--- src/rtl/counter_bank_pkg.sv ---
// Shared types and helpers for the counter bank: FSM state encoding and channel-index sizing.
package counter_bank_pkg;

    typedef enum logic {
        ST_IDLE  = 1'b0,
        ST_CLEAR = 1'b1
    } state_e;

    // A single-channel bank still needs a 1-bit index port.
    function automatic int ch_idx_w(input int nch);
        return (nch <= 1) ? 1 : $clog2(nch);
    endfunction

endpackage

--- src/rtl/counter_bank_chan.sv ---
// One W-bit counter with clear > load > increment priority and overflow pulse.
// COUNTER_BANK_SAT_EN selects saturating increments instead of modulo wrap.
module counter_bank_chan #(
    parameter int W    = 4,
    parameter int STEP = 1
) (
    input  logic         clk,
    input  logic         rst_n,
    input  logic         i_clr,
    input  logic         i_load,
    input  logic [W-1:0] i_load_value,
    input  logic         i_en,
    output logic [W-1:0] o_value,
    output logic [W-1:0] o_next,
    output logic         o_wrap
);

    logic [W-1:0] r_value;
    logic         r_wrap;
    logic [W:0]   w_sum;
    logic [W-1:0] w_next;
    logic         w_wrap_next;

    assign w_sum = {1'b0, r_value} + (W+1)'(STEP);

`ifdef COUNTER_BANK_SAT_EN
    // Set by the first overflowing increment so later ones at full scale stay silent.
    logic r_sat;
    logic w_sat_next;

    always_comb begin
        w_next      = r_value;
        w_wrap_next = 1'b0;
        w_sat_next  = r_sat;
        if (i_clr) begin
            w_next     = '0;
            w_sat_next = 1'b0;
        end else if (i_load) begin
            w_next     = i_load_value;
            w_sat_next = 1'b0;
        end else if (i_en) begin
            if (w_sum[W]) begin
                w_next      = '1;
                w_wrap_next = ~r_sat;
                w_sat_next  = 1'b1;
            end else begin
                w_next = w_sum[W-1:0];
            end
        end
    end

    always_ff @(posedge clk or negedge rst_n) begin
        if (!rst_n) r_sat <= 1'b0;
        else        r_sat <= w_sat_next;
    end
`else
    always_comb begin
        w_next      = r_value;
        w_wrap_next = 1'b0;
        if (i_clr) begin
            w_next = '0;
        end else if (i_load) begin
            w_next = i_load_value;
        end else if (i_en) begin
            w_next      = w_sum[W-1:0];
            w_wrap_next = w_sum[W];
        end
    end
`endif

    always_ff @(posedge clk or negedge rst_n) begin
        if (!rst_n) begin
            r_value <= '0;
            r_wrap  <= 1'b0;
        end else begin
            r_value <= w_next;
            r_wrap  <= w_wrap_next;
        end
    end

    assign o_value = r_value;
    assign o_next  = w_next;
    assign o_wrap  = r_wrap;

endmodule

--- src/rtl/counter_bank.sv ---
// Bank of NCH up-counters with load handshake, registered readout and a sequenced clear sweep.
// Define COUNTER_BANK_SAT_EN for saturating counters (see counter_bank_chan).
module counter_bank
    import counter_bank_pkg::*;
#(
    parameter  int W    = 4,
    parameter  int NCH  = 4,
    parameter  int STEP = 1,
    localparam int CHW  = ch_idx_w(NCH)
) (
    input  logic             clk,
    input  logic             rst_n,
    input  logic [NCH-1:0]   i_en,
    input  logic             i_load_valid,
    output logic             i_load_ready,
    input  logic [CHW-1:0]   i_load_ch,
    input  logic [W-1:0]     i_load_value,
    input  logic             i_clr,
    input  logic             i_rd_req,
    input  logic [CHW-1:0]   i_rd_ch,
    output logic             o_rd_valid,
    output logic [W-1:0]     o_rd_data,
    output logic [NCH*W-1:0] o_value,
    output logic [NCH-1:0]   o_wrap,
    output logic             o_busy
);

    state_e         r_state;
    state_e         w_state_nxt;
    logic [CHW-1:0] r_idx;
    logic [CHW-1:0] w_idx_nxt;

    logic           w_load_acc;
    logic [W-1:0]   w_next [NCH];
    logic           w_rd_in_range;
    logic           r_rd_valid;
    logic [W-1:0]   r_rd_data;

    always_ff @(posedge clk or negedge rst_n) begin
        if (!rst_n) begin
            r_state <= ST_IDLE;
            r_idx   <= '0;
        end else begin
            r_state <= w_state_nxt;
            r_idx   <= w_idx_nxt;
        end
    end

    always_comb begin
        w_state_nxt = r_state;
        w_idx_nxt   = r_idx;
        case (r_state)
            ST_IDLE: begin
                if (i_clr) begin
                    w_state_nxt = ST_CLEAR;
                    w_idx_nxt   = '0;
                end
            end
            ST_CLEAR: begin
                if (r_idx == CHW'(NCH - 1)) begin
                    w_state_nxt = ST_IDLE;
                    w_idx_nxt   = '0;
                end else begin
                    w_idx_nxt = r_idx + CHW'(1);
                end
            end
            default: w_state_nxt = ST_IDLE;
        endcase
    end

    always_comb begin
        o_busy       = (r_state == ST_CLEAR);
        i_load_ready = (r_state == ST_IDLE);
    end

    // Out-of-range load channels complete the handshake but match no counter.
    assign w_load_acc = i_load_valid && i_load_ready;

    for (genvar c = 0; c < NCH; c++) begin : g_chan
        logic w_clr_c;
        logic w_load_c;

        assign w_clr_c  = o_busy && (r_idx == CHW'(c));
        assign w_load_c = w_load_acc && (i_load_ch == CHW'(c));

        counter_bank_chan #(
            .W    (W),
            .STEP (STEP)
        ) u_chan (
            .clk          (clk),
            .rst_n        (rst_n),
            .i_clr        (w_clr_c),
            .i_load       (w_load_c),
            .i_load_value (i_load_value),
            .i_en         (i_en[c]),
            .o_value      (o_value[c*W +: W]),
            .o_next       (w_next[c]),
            .o_wrap       (o_wrap[c])
        );
    end

    // Readout captures the post-update value so data matches o_value in the valid cycle.
    assign w_rd_in_range = ({1'b0, i_rd_ch} < (CHW+1)'(NCH));

    always_ff @(posedge clk or negedge rst_n) begin
        if (!rst_n) begin
            r_rd_valid <= 1'b0;
            r_rd_data  <= '0;
        end else begin
            r_rd_valid <= i_rd_req;
            if (i_rd_req) r_rd_data <= w_rd_in_range ? w_next[i_rd_ch] : '0;
        end
    end

    assign o_rd_valid = r_rd_valid;
    assign o_rd_data  = r_rd_data;

endmodule

--- config.mk ---
export PLATFORM = sky130hd
export DESIGN_NAME = counter_bank
export DESIGN_NICKNAME = d
export VERILOG_FILES = /design/src/rtl/counter_bank_pkg.sv /design/src/rtl/counter_bank_chan.sv /design/src/rtl/counter_bank.sv
export SDC_FILE = /design/constraint.sdc
export NUM_CORES = 1
export LEC_CHECK = 0
export CELL_PAD_IN_SITES_DETAIL_PLACEMENT = 1
export CELL_PAD_IN_SITES_GLOBAL_PLACEMENT = 2
export CORE_MARGIN = 2
export CORE_UTILIZATION = 41
export CTS_CLUSTER_DIAMETER = 150
export DETAILED_ROUTE_END_ITERATION = 8
export DONT_BUFFER_PORTS = 1
export GPL_TIMING_DRIVEN = 0
export PLACE_DENSITY = 0.91
export RECOVER_POWER = 100
export SETUP_SLACK_MARGIN = 0.15
export SKIP_LAST_GASP = 1
export SYNTH_ARGS = -nofsm -noshare
export SYNTH_HDL_FRONTEND = slang
export SYNTH_SLANG_ARGS = --single-unit
--- constraint.sdc ---
create_clock -name clk -period 4.35 [get_ports clk]
set_input_delay 0.435 -clock clk [delete_from_list [all_inputs] [get_ports clk]]
set_output_delay 0.435 -clock clk [all_outputs]
set_load 0.005 [all_outputs]
==> results of run 1 <==
cell families (layout without fill, tap and decap cells):
logic type | after synthesis | count (layout) | share of synthesized area
AND/OR/NAND/NOR | 51 | 51 | 0.1733
AO/OA/AOI/OAI | 32 | 32 | 0.1498
flip-flops | 28 | 28 | 0.4392
buffers and inverters | 14 | 20 | 0.04470
XOR/XNOR | 12 | 12 | 0.06588
multiplexers | 10 | 10 | 0.06431
adder cells (fa/ha/maj) | 8 | 8 | 0.06275
through the flow:
step	area (sq um)	worst slack, ns	hold slack (ns)	power [uW]	utilization
2_1_floorplan	1595	2.661	0.1394	797.3	-
3_3_place_gp	1655	2.374	0.1402	888.9	0.4488
3_5_place_dp	1655	2.327	0.1401	926.3	0.4488
4_1_cts	1757	2.292	0.1650	1147	0.4763
5_1_grt	1727	1.938	0.1582	1220	0.4681
6_report	1727	2.212	0.1688	1128	0.4681
worst reg2reg max path, delay by kind of cell, from the launching register on:
family	cells	cell delay (ns)
AND/OR/NAND/NOR	2	0.72
AO/OA/AOI/OAI	2	0.58
flip-flops	1	0.46
buffers and inverters	1	0.27
cell usage in the layout (no fill, tap or decap), types with 3 or more instances in the layout:
cell type	netlist	layout
sky130_fd_sc_hd__a211oi_1	10	11
sky130_fd_sc_hd__nor2_1	17	17
sky130_fd_sc_hd__a221oi_1	3	3
sky130_fd_sc_hd__nor4b_1	3	3
sky130_fd_sc_hd__mux2i_1	8	8
sky130_fd_sc_hd__clkbuf_4	0	4
sky130_fd_sc_hd__xor2_1	10	10
sky130_fd_sc_hd__ha_1	8	8
sky130_fd_sc_hd__inv_1	3	3
sky130_fd_sc_hd__o22ai_1	4	4
sky130_fd_sc_hd__a21oi_1	4	4
sky130_fd_sc_hd__o21ai_0	4	4
sky130_fd_sc_hd__nand2_1	12	12
sky130_fd_sc_hd__clkbuf_8	0	3
sky130_fd_sc_hd__clkbuf_1	3	6
sky130_fd_sc_hd__dfrtp_1	28	28
sky130_fd_sc_hd__nand4_1	5	5
cell type report:
type	count	area [sq um]	area share
timing repair buffer	2	13.76	0.007971
buffer	11	57.56	0.03333
multi-input combinational	113	812.0	0.4703
inverter	3	11.26	0.006522
sequential	28	700.7	0.4058
tap	48	60.06	0.03478
clock buffer	3	41.29	0.02391
clock inverter	1	30.03	0.01739
power by group through the flow:
stage	sequential, uW	clock [uW]	combinational [uW]
finish	486	209	433
global route	503	222	495
CTS	488	213	445
detailed placement	494	0	432
global placement	484	0	405
floorplan	458	0	339
final timing paths:
path / end / cells past startpoint
setup / recovery: o_rd_data[1] / 5
hold / removal: o_rd_valid / 0
setup reg to reg: o_rd_data[1] / 5
hold reg to reg: g_chan[0].u_chan.o_wrap / 2
max in group asynchronous: r_idx[0] / 2
min in group asynchronous: g_chan[3].u_chan.o_value[3] / 2
cell usage after synthesis (all sizes together):
| library cell | n |
|---|---|
| a2111oi | 1 |
| a211oi | 12 |
| a21oi | 4 |
| a221oi | 3 |
| and2 | 3 |
| buf | 8 |
| clkbuf | 3 |
| dfrtp | 28 |
| ha | 8 |
| inv | 3 |
| mux2 | 2 |
| mux2i | 8 |
| nand2 | 12 |
| nand2b | 2 |
| nand4 | 5 |
| nand4b | 1 |
| nand4bb | 2 |
| nor2 | 17 |
| nor2b | 2 |
| nor4 | 1 |
| nor4b | 3 |
| o21ai | 4 |
| o22ai | 4 |
| o31ai | 2 |
| o32ai | 2 |
| or2 | 1 |
| or3 | 1 |
| or4b | 1 |
| xnor2 | 2 |
| xor2 | 10 |
registers in the layout (all words and copies together), names as in the netlist:
register and flops:
g_chan.u_chan.o_wrap 4, o_rd_valid 1, g_chan.u_chan.o_value 16, o_rd_data 4
o_busy 1, r_idx 2
layer usage:
metal	GRT usage	wire length, microns	vias to the layer above	share of wire
li1	-	-	576	-
met1	0.2438	1681	615	0.43
met2	0.3250	1847	33	0.48
met3	0.04940	275	7	0.071
met4	0.07653	78	0	0.020
met5	0	0	-	0
repair_timing:
| action | in CTS | in global routing |
|---|---|---|
| endpoints found under the hold margin | 28 | 0 |
| hold buffers | 2 | 0 |
| gates resized for setup | 0 | 0 |
==> report_table.html, run 1 <==
<table>
<tr><th>Metric</th><th>Value</th></tr>
<tr><th colspan="2">Final layout</th></tr>
<tr><td>Growth of design area from synthesis to finish</td><td>8.236%</td></tr>
<tr><td>Filler instances</td><td>434</td></tr>
<tr><td>Share of cells above drive strength 1</td><td>0.08696</td></tr>
<tr><td>Number of antenna repair diodes</td><td>0</td></tr>
<tr><td>Post-layout net count</td><td>187</td></tr>
<tr><td>Count of placed standard cells in the final layout, fillers left out</td><td>209</td></tr>
<tr><th colspan="2">Route</th></tr>
<tr><td>Post-detailed-route count of antenna-violating nets</td><td>0</td></tr>
<tr><td>Drt first-iter violations</td><td>41</td></tr>
<tr><td>Detailed Route WL</td><td>3.883 mm</td></tr>
<tr><td>Via count</td><td>1,231</td></tr>
<tr><td>WL per Instance</td><td>18.58 microns</td></tr>
<tr><td>Via density</td><td>5.890</td></tr>
<tr><td>First drt pass iteration count</td><td>4</td></tr>
<tr><td>DRC violation count after routing</td><td>0</td></tr>
<tr><th colspan="2">Yosys</th></tr>
<tr><td>Count of unique library cells instantiated by Yosys</td><td>34</td></tr>
<tr><td>Post-synthesis area per instance</td><td>10.29 sq um</td></tr>
<tr><td>Cell taking the most area after synthesis</td><td>sky130_fd_sc_hd__dfrtp_1</td></tr>
<tr><td>Synth Instances</td><td>155</td></tr>
<tr><td>Proportion of netlist area held by the largest area contributor</td><td>0.4392</td></tr>
<tr><td>Synth Net Count</td><td>180</td></tr>
<tr><td>Most area-consuming cells after synthesis</td><td>sky130_fd_sc_hd__dfrtp_1 (44%), sky130_fd_sc_hd__ha_1 (6.3%), sky130_fd_sc_hd__xor2_1 (5.5%), sky130_fd_sc_hd__mux2i_1 (5.0%), sky130_fd_sc_hd__a211oi_1 (4.7%)</td></tr>
<tr><td>Cell Area, Synth</td><td>0.001595 sq mm</td></tr>
<tr><td>Flops &amp; latches, synth</td><td>28</td></tr>
<tr><td>Part of the Yosys area used for sequential elements</td><td>0.4392</td></tr>
<tr><td>Number of warnings reported in the yosys synthesis log</td><td>0</td></tr>
<tr><th colspan="2">Global routing</th></tr>
<tr><td>Pin count of the biggest net entering global routing</td><td>29</td></tr>
<tr><td>Wire length of the first global-routing pass</td><td>6.444 mm</td></tr>
<tr><td>Global route total overflow</td><td>0</td></tr>
<tr><td>Antenna violations before repair</td><td>0</td></tr>
<tr><td>Global routing usage summed across all routing layers</td><td>0.1963</td></tr>
<tr><td>Number of global-route vias before repair</td><td>1,298</td></tr>
<tr><th colspan="2">Worst setup path</th></tr>
<tr><td>Maximum fanout count along the critical path</td><td>10</td></tr>
<tr><td>CP Capture Type</td><td>register</td></tr>
<tr><td>Cell breakdown of the critical path</td><td>clkbuf_1 &gt; nor4b_1 &gt; o21ai_0 &gt; a221oi_1 &gt; nor2_1</td></tr>
<tr><td>Slowest stage delay, CP</td><td>0.63 ns</td></tr>
<tr><td>RR Startpoint</td><td>o_busy</td></tr>
<tr><td>Crit-path leading delay family</td><td>simple AND/OR/NAND/NOR gates</td></tr>
<tr><td>Worst setup slack for register-to-register paths</td><td>2.21 ns</td></tr>
<tr><td>Worst Path Class, Setup</td><td>register to register</td></tr>
<tr><td>Arrival time of the worst setup path</td><td>2.30 ns</td></tr>
<tr><td>Critical path required time</td><td>4.51 ns</td></tr>
<tr><td>CP Launch Point</td><td>o_busy</td></tr>
<tr><td>Slowest stage cell on the critical path</td><td>sky130_fd_sc_hd__nor4b_1</td></tr>
<tr><td>Launching element type of the critical path</td><td>register</td></tr>
<tr><td>Combined buffer and inverter count along the critical path</td><td>1</td></tr>
<tr><th colspan="2">Clock network</th></tr>
<tr><td>Clock-pin slew of the registers on the worst-case setup and hold paths</td><td>0.10 ns</td></tr>
<tr><td>CTS Sinks</td><td>28</td></tr>
<tr><td>Maximum root-to-sink buffer count</td><td>2</td></tr>
<tr><td>Clock network latency to the later pin of the worst-skew pair</td><td>0.28 ns</td></tr>
<tr><td>TritonCTS clock tree</td><td>built</td></tr>
<tr><td>CTS H-tree depth</td><td>1</td></tr>
<tr><td>Cell at the root of the clock tree</td><td>sky130_fd_sc_hd__clkbuf_8</td></tr>
<tr><td>TritonCTS buffer count</td><td>3</td></tr>
<tr><td>Post-CTS Setup Repair Bufs</td><td>0</td></tr>
<tr><th colspan="2">STA</th></tr>
<tr><td>Slew @ Worst Pin</td><td>1.511 ns</td></tr>
<tr><td>Largest clock skew in the final design</td><td>0.007388 ns</td></tr>
<tr><td>Fin crit period</td><td>2.138 ns</td></tr>
<tr><td>Final Hold Violating Endpoints</td><td>0</td></tr>
<tr><td>Final number of setup-violating endpoints</td><td>0</td></tr>
<tr><td>Number of max-slew violations in the final report</td><td>29</td></tr>
<tr><td>Sum of negative setup slack</td><td>0 ns</td></tr>
<tr><td>Final worst path period share</td><td>0.4915</td></tr>
<tr><td>Unrepaired setup endpoints after global routing</td><td>false</td></tr>
<tr><td>Worst relative slew slack</td><td>-0.007204</td></tr>
<tr><td>Upper clock frequency limit</td><td>467.7 MHz</td></tr>
<tr><th colspan="2">Floorplan</th></tr>
<tr><td>Number of core rows</td><td>22</td></tr>
<tr><td>Count of pins on the block boundary</td><td>44</td></tr>
<tr><td>Standard cell core area</td><td>0.003689 sq mm</td></tr>
<tr><td>Starting density of the core</td><td>0.4325</td></tr>
<tr><td>Die extent in x</td><td>66.38 microns</td></tr>
<tr><td>Total Die Area</td><td>0.004406 sq mm</td></tr>
<tr><td>Chip Height</td><td>66.38 microns</td></tr>
<tr><th colspan="2">Power</th></tr>
<tr><td>Standby leakage power</td><td>0.0007442 uW</td></tr>
<tr><td>Cell Int Power</td><td>673.3 uW</td></tr>
<tr><td>Clk pwr share</td><td>0.185</td></tr>
<tr><td>Sw Share</td><td>0.4029</td></tr>
<tr><td>Worst voltage drop across the vdd grid</td><td>0.2353 mV</td></tr>
<tr><td>PD cells</td><td>653.1 mW/mm^2</td></tr>
<tr><td>Relative contribution of sequential cells to total power</td><td>0.431</td></tr>
<tr><td>Net switching power of the design</td><td>454.4 uW</td></tr>
<tr><td>Portion of total power attributed to combinational logic</td><td>0.384</td></tr>
<tr><th colspan="2">Run status</th></tr>
<tr><td>Outcome</td><td>complete, but fails checks</td></tr>
<tr><td>Violated checks</td><td>max-capacitance violations, max-slew violations</td></tr>
<tr><th colspan="2">Hold path</th></tr>
<tr><td>Worst min path class</td><td>primary input to register</td></tr>
<tr><td>Worst Min Path Start</td><td>i_rd_req</td></tr>
<tr><th colspan="2">Flow run</th></tr>
<tr><td>Max cap viols</td><td>1</td></tr>
<tr><th colspan="2">Placed design</th></tr>
<tr><td>Gp weighted congestion</td><td>0.8464</td></tr>
<tr><td>Cell Count Post-Placement</td><td>203</td></tr>
<tr><td>DP HPWL</td><td>3.084 mm</td></tr>
<tr><td>Count of port buffers added during placement</td><td>0</td></tr>
</table>
(Power assumes the default switching activity.)
==> run 2, diff against run 1 <==
CORE_UTILIZATION = 38   (was 41)
PLACE_DENSITY = 0.86   (was 0.91)
clock period = 2.2 ns   (was 4.35 ns; I/O delays follow)
==> report_table.html, run 2 (same netlist as run 1, synthesis figures left out) <==
<table>
<tr><th>Metric</th><th>Value</th></tr>
<tr><th colspan="2">Placed design</th></tr>
<tr><td>Cell Count Post-Placement</td><td>205</td></tr>
<tr><td>Gp weighted congestion</td><td>0.7796</td></tr>
<tr><td>Count of port buffers added during placement</td><td>0</td></tr>
<tr><td>DP HPWL</td><td>3.005 mm</td></tr>
<tr><th colspan="2">Floorplan</th></tr>
<tr><td>Chip Height</td><td>68.79 microns</td></tr>
<tr><td>Number of core rows</td><td>23</td></tr>
<tr><td>Count of pins on the block boundary</td><td>44</td></tr>
<tr><td>Die extent in x</td><td>68.79 microns</td></tr>
<tr><td>Starting density of the core</td><td>0.3960</td></tr>
<tr><td>Total Die Area</td><td>0.004732 sq mm</td></tr>
<tr><td>Standard cell core area</td><td>0.004029 sq mm</td></tr>
<tr><th colspan="2">Worst setup path</th></tr>
<tr><td>Worst setup slack for register-to-register paths</td><td>0.25 ns</td></tr>
<tr><td>Slowest stage delay, CP</td><td>0.55 ns</td></tr>
<tr><td>Crit-path leading delay family</td><td>simple AND/OR/NAND/NOR gates</td></tr>
<tr><td>Launching element type of the critical path</td><td>register</td></tr>
<tr><td>Critical path required time</td><td>2.41 ns</td></tr>
<tr><td>Depth of the worst register-to-register path</td><td>5</td></tr>
<tr><td>Endpoint of the worst-slack reg-to-reg timing path</td><td>o_rd_data[0]</td></tr>
<tr><td>Arrival time of the worst setup path</td><td>2.16 ns</td></tr>
<tr><td>Combined buffer and inverter count along the critical path</td><td>1</td></tr>
<tr><td>Worst Path Class, Setup</td><td>register to register</td></tr>
<tr><td>Cell breakdown of the critical path</td><td>or4b_1 &gt; buf_2 &gt; a211oi_1 &gt; mux2i_1 &gt; a21oi_1</td></tr>
<tr><td>CP Capture Type</td><td>register</td></tr>
<tr><td>Slowest stage cell on the critical path</td><td>sky130_fd_sc_hd__or4b_1</td></tr>
<tr><td>RR Startpoint</td><td>o_busy</td></tr>
<tr><td>Maximum fanout count along the critical path</td><td>7</td></tr>
<tr><th colspan="2">Clock network</th></tr>
<tr><td>TritonCTS clock tree</td><td>built</td></tr>
<tr><td>CTS H-tree depth</td><td>1</td></tr>
<tr><td>Cell at the root of the clock tree</td><td>sky130_fd_sc_hd__clkbuf_8</td></tr>
<tr><td>Clock network latency to the later pin of the worst-skew pair</td><td>0.28 ns</td></tr>
<tr><td>TritonCTS buffer count</td><td>3</td></tr>
<tr><td>Post-CTS Setup Repair Bufs</td><td>0</td></tr>
<tr><td>Clock-pin slew of the registers on the worst-case setup and hold paths</td><td>0.10 ns</td></tr>
<tr><td>CTS Sinks</td><td>28</td></tr>
<tr><td>Maximum root-to-sink buffer count</td><td>2</td></tr>
<tr><th colspan="2">Route</th></tr>
<tr><td>WL per Instance</td><td>18.88 microns</td></tr>
<tr><td>Post-detailed-route count of antenna-violating nets</td><td>0</td></tr>
<tr><td>Drt first-iter violations</td><td>64</td></tr>
<tr><td>First drt pass iteration count</td><td>4</td></tr>
<tr><td>Detailed Route WL</td><td>4.003 mm</td></tr>
<tr><td>DRC violation count after routing</td><td>0</td></tr>
<tr><td>Via count</td><td>1,226</td></tr>
<tr><td>Via density</td><td>5.783</td></tr>
<tr><th colspan="2">Global routing</th></tr>
<tr><td>Antenna violations before repair</td><td>0</td></tr>
<tr><td>Global routing usage summed across all routing layers</td><td>0.1821</td></tr>
<tr><td>GR met2 Demand/Resource</td><td>0.2945</td></tr>
<tr><td>Pin count of the biggest net entering global routing</td><td>29</td></tr>
<tr><td>Global route total overflow</td><td>0</td></tr>
<tr><td>GRT busiest layer</td><td>met2</td></tr>
<tr><td>Number of global-route vias before repair</td><td>1,274</td></tr>
<tr><td>Wire length of the first global-routing pass</td><td>6.334 mm</td></tr>
<tr><td>Met3 track demand over resource</td><td>0.04058</td></tr>
<tr><td>Global-route met1 utilization</td><td>0.2398</td></tr>
<tr><th colspan="2">STA</th></tr>
<tr><td>Final number of setup-violating endpoints</td><td>0</td></tr>
<tr><td>Unrepaired setup endpoints after global routing</td><td>false</td></tr>
<tr><td>Number of max-slew violations in the final report</td><td>29</td></tr>
<tr><td>Worst relative slew slack</td><td>-0.02939</td></tr>
<tr><td>Upper clock frequency limit</td><td>513.6 MHz</td></tr>
<tr><td>Final worst path period share</td><td>0.8851</td></tr>
<tr><td>Final Hold Violating Endpoints</td><td>0</td></tr>
<tr><td>Largest clock skew in the final design</td><td>0.002872 ns</td></tr>
<tr><td>Slew @ Worst Pin</td><td>1.544 ns</td></tr>
<tr><td>Fin crit period</td><td>1.947 ns</td></tr>
<tr><td>Sum of negative setup slack</td><td>0 ns</td></tr>
<tr><th colspan="2">Final layout</th></tr>
<tr><td>Share of cells above drive strength 1</td><td>0.1049</td></tr>
<tr><td>Post-layout net count</td><td>188</td></tr>
<tr><td>Number of antenna repair diodes</td><td>0</td></tr>
<tr><td>Flip-flop count of the largest register after layout</td><td>16</td></tr>
<tr><td>Post-route core utilization</td><td>0.4351</td></tr>
<tr><td>Most common cell after layout, fill and taps aside</td><td>sky130_fd_sc_hd__dfrtp_1</td></tr>
<tr><td>Most used cells in the layout excluding fill and tap cells</td><td>sky130_fd_sc_hd__dfrtp_1 (28), sky130_fd_sc_hd__nor2_1 (17), sky130_fd_sc_hd__nand2_1 (12)</td></tr>
<tr><td>Filler instances</td><td>468</td></tr>
<tr><td>Count of placed standard cells in the final layout, fillers left out</td><td>212</td></tr>
<tr><td>Growth of design area from synthesis to finish</td><td>9.882%</td></tr>
<tr><th colspan="2">Flow run</th></tr>
<tr><td>Max cap viols</td><td>1</td></tr>
<tr><th colspan="2">Power</th></tr>
<tr><td>Design Power</td><td>2239 uW</td></tr>
<tr><td>Worst voltage drop across the vdd grid</td><td>0.5347 mV</td></tr>
<tr><td>PD cells</td><td>1277 mW/mm^2</td></tr>
<tr><td>Standby leakage power</td><td>0.0007589 uW</td></tr>
<tr><th colspan="2">Run status</th></tr>
<tr><td>Outcome</td><td>complete, but fails checks</td></tr>
<tr><td>Violated checks</td><td>max-capacitance violations, max-slew violations</td></tr>
<tr><th colspan="2">Hold path</th></tr>
<tr><td>Worst Min Path Start</td><td>i_clr</td></tr>
<tr><td>Cells on Worst Hold Path</td><td>1</td></tr>
<tr><td>Worst hold endpoint</td><td>r_idx[0]</td></tr>
<tr><td>Worst min path class</td><td>primary input to register</td></tr>
</table>
-- run 2: cell count changes in the layout (fill, tap and decap cells not counted) --
cell / previous run / this run
sky130_fd_sc_hd__dlygate4sd3_1: 1 / 2
sky130_fd_sc_hd__nand4b_1: 1 / 0
sky130_fd_sc_hd__nor4b_1: 3 / 2
sky130_fd_sc_hd__nand4b_2: 0 / 1
sky130_fd_sc_hd__nor4b_2: 0 / 1
sky130_fd_sc_hd__buf_2: 1 / 2
sky130_fd_sc_hd__buf_1: 1 / 0
-- run 2: worst reg2reg max path, stage by stage (launching register included) --
cell	delay [ns]
sky130_fd_sc_hd__dfrtp_1	0.46
sky130_fd_sc_hd__or4b_1	0.55
sky130_fd_sc_hd__buf_2	0.19
sky130_fd_sc_hd__a211oi_1	0.35
sky130_fd_sc_hd__mux2i_1	0.16
sky130_fd_sc_hd__a21oi_1	0.17
-- run 2: final cells by class --
| class | instances | area, sq um | area share |
|---|---|---|---|
| Inverter | 3 | 11.26 | 0.006424 |
| Sequential cell | 28 | 700.7 | 0.3997 |
| Buffer | 11 | 58.81 | 0.03355 |
| Timing Repair Buffer | 3 | 23.77 | 0.01356 |
| Clock inverter | 1 | 30.03 | 0.01713 |
| Tap cell | 50 | 62.56 | 0.03569 |
| Clock buffer | 3 | 41.29 | 0.02355 |
| Multi-Input combinational cell | 113 | 824.5 | 0.4704 |
-- run 2: metrics by stage --
step / instance area (sq um) / hold slack, ns / worst slack [ns]
2_1_floorplan: 1595 / -0.07559 / 0.5210
3_3_place_gp: 1658 / -0.07495 / 0.2468
3_5_place_dp: 1658 / -0.07492 / 0.2864
4_1_cts: 1769 / 0.01718 / 0.1791
5_1_grt: 1753 / 0.01100 / 0.1343
6_report: 1753 / 0.01412 / 0.2528
-- run 2: report_power, final --
part / leakage [uW] / internal (uW) / switching, uW
Clock: 0.0000357 / 244 / 170
Combinational: 0.000374 / 380 / 484
Sequential: 0.000349 / 714 / 247
Total: 0.000759 / 1340 / 901
-- run 2: worst max-delay path by stage --
stage	cells past startpoint	from	endpoint
finish	5	o_busy	o_rd_data[0]
global route	5	o_busy	o_rd_data[0]
CTS	5	o_busy	o_rd_data[1]
detailed placement	5	o_busy	o_rd_data[1]
global placement	5	o_busy	o_rd_data[1]
floorplan	6	o_busy	o_rd_data[3]
-- run 2: routing by layer --
layer	part of all wire	wire (microns)	vias to the layer above
li1	-	-	579
met1	0.44	1778	605
met2	0.47	1877	36
met3	0.069	275	6
met4	0.017	70	0
met5	0	0	-
-- run 2: timing repair --
action,CTS,global route
endpoints found under the hold margin,29,0
hold buffers,3,0
endpoints found under the setup margin,0,2
resized for setup,0,2
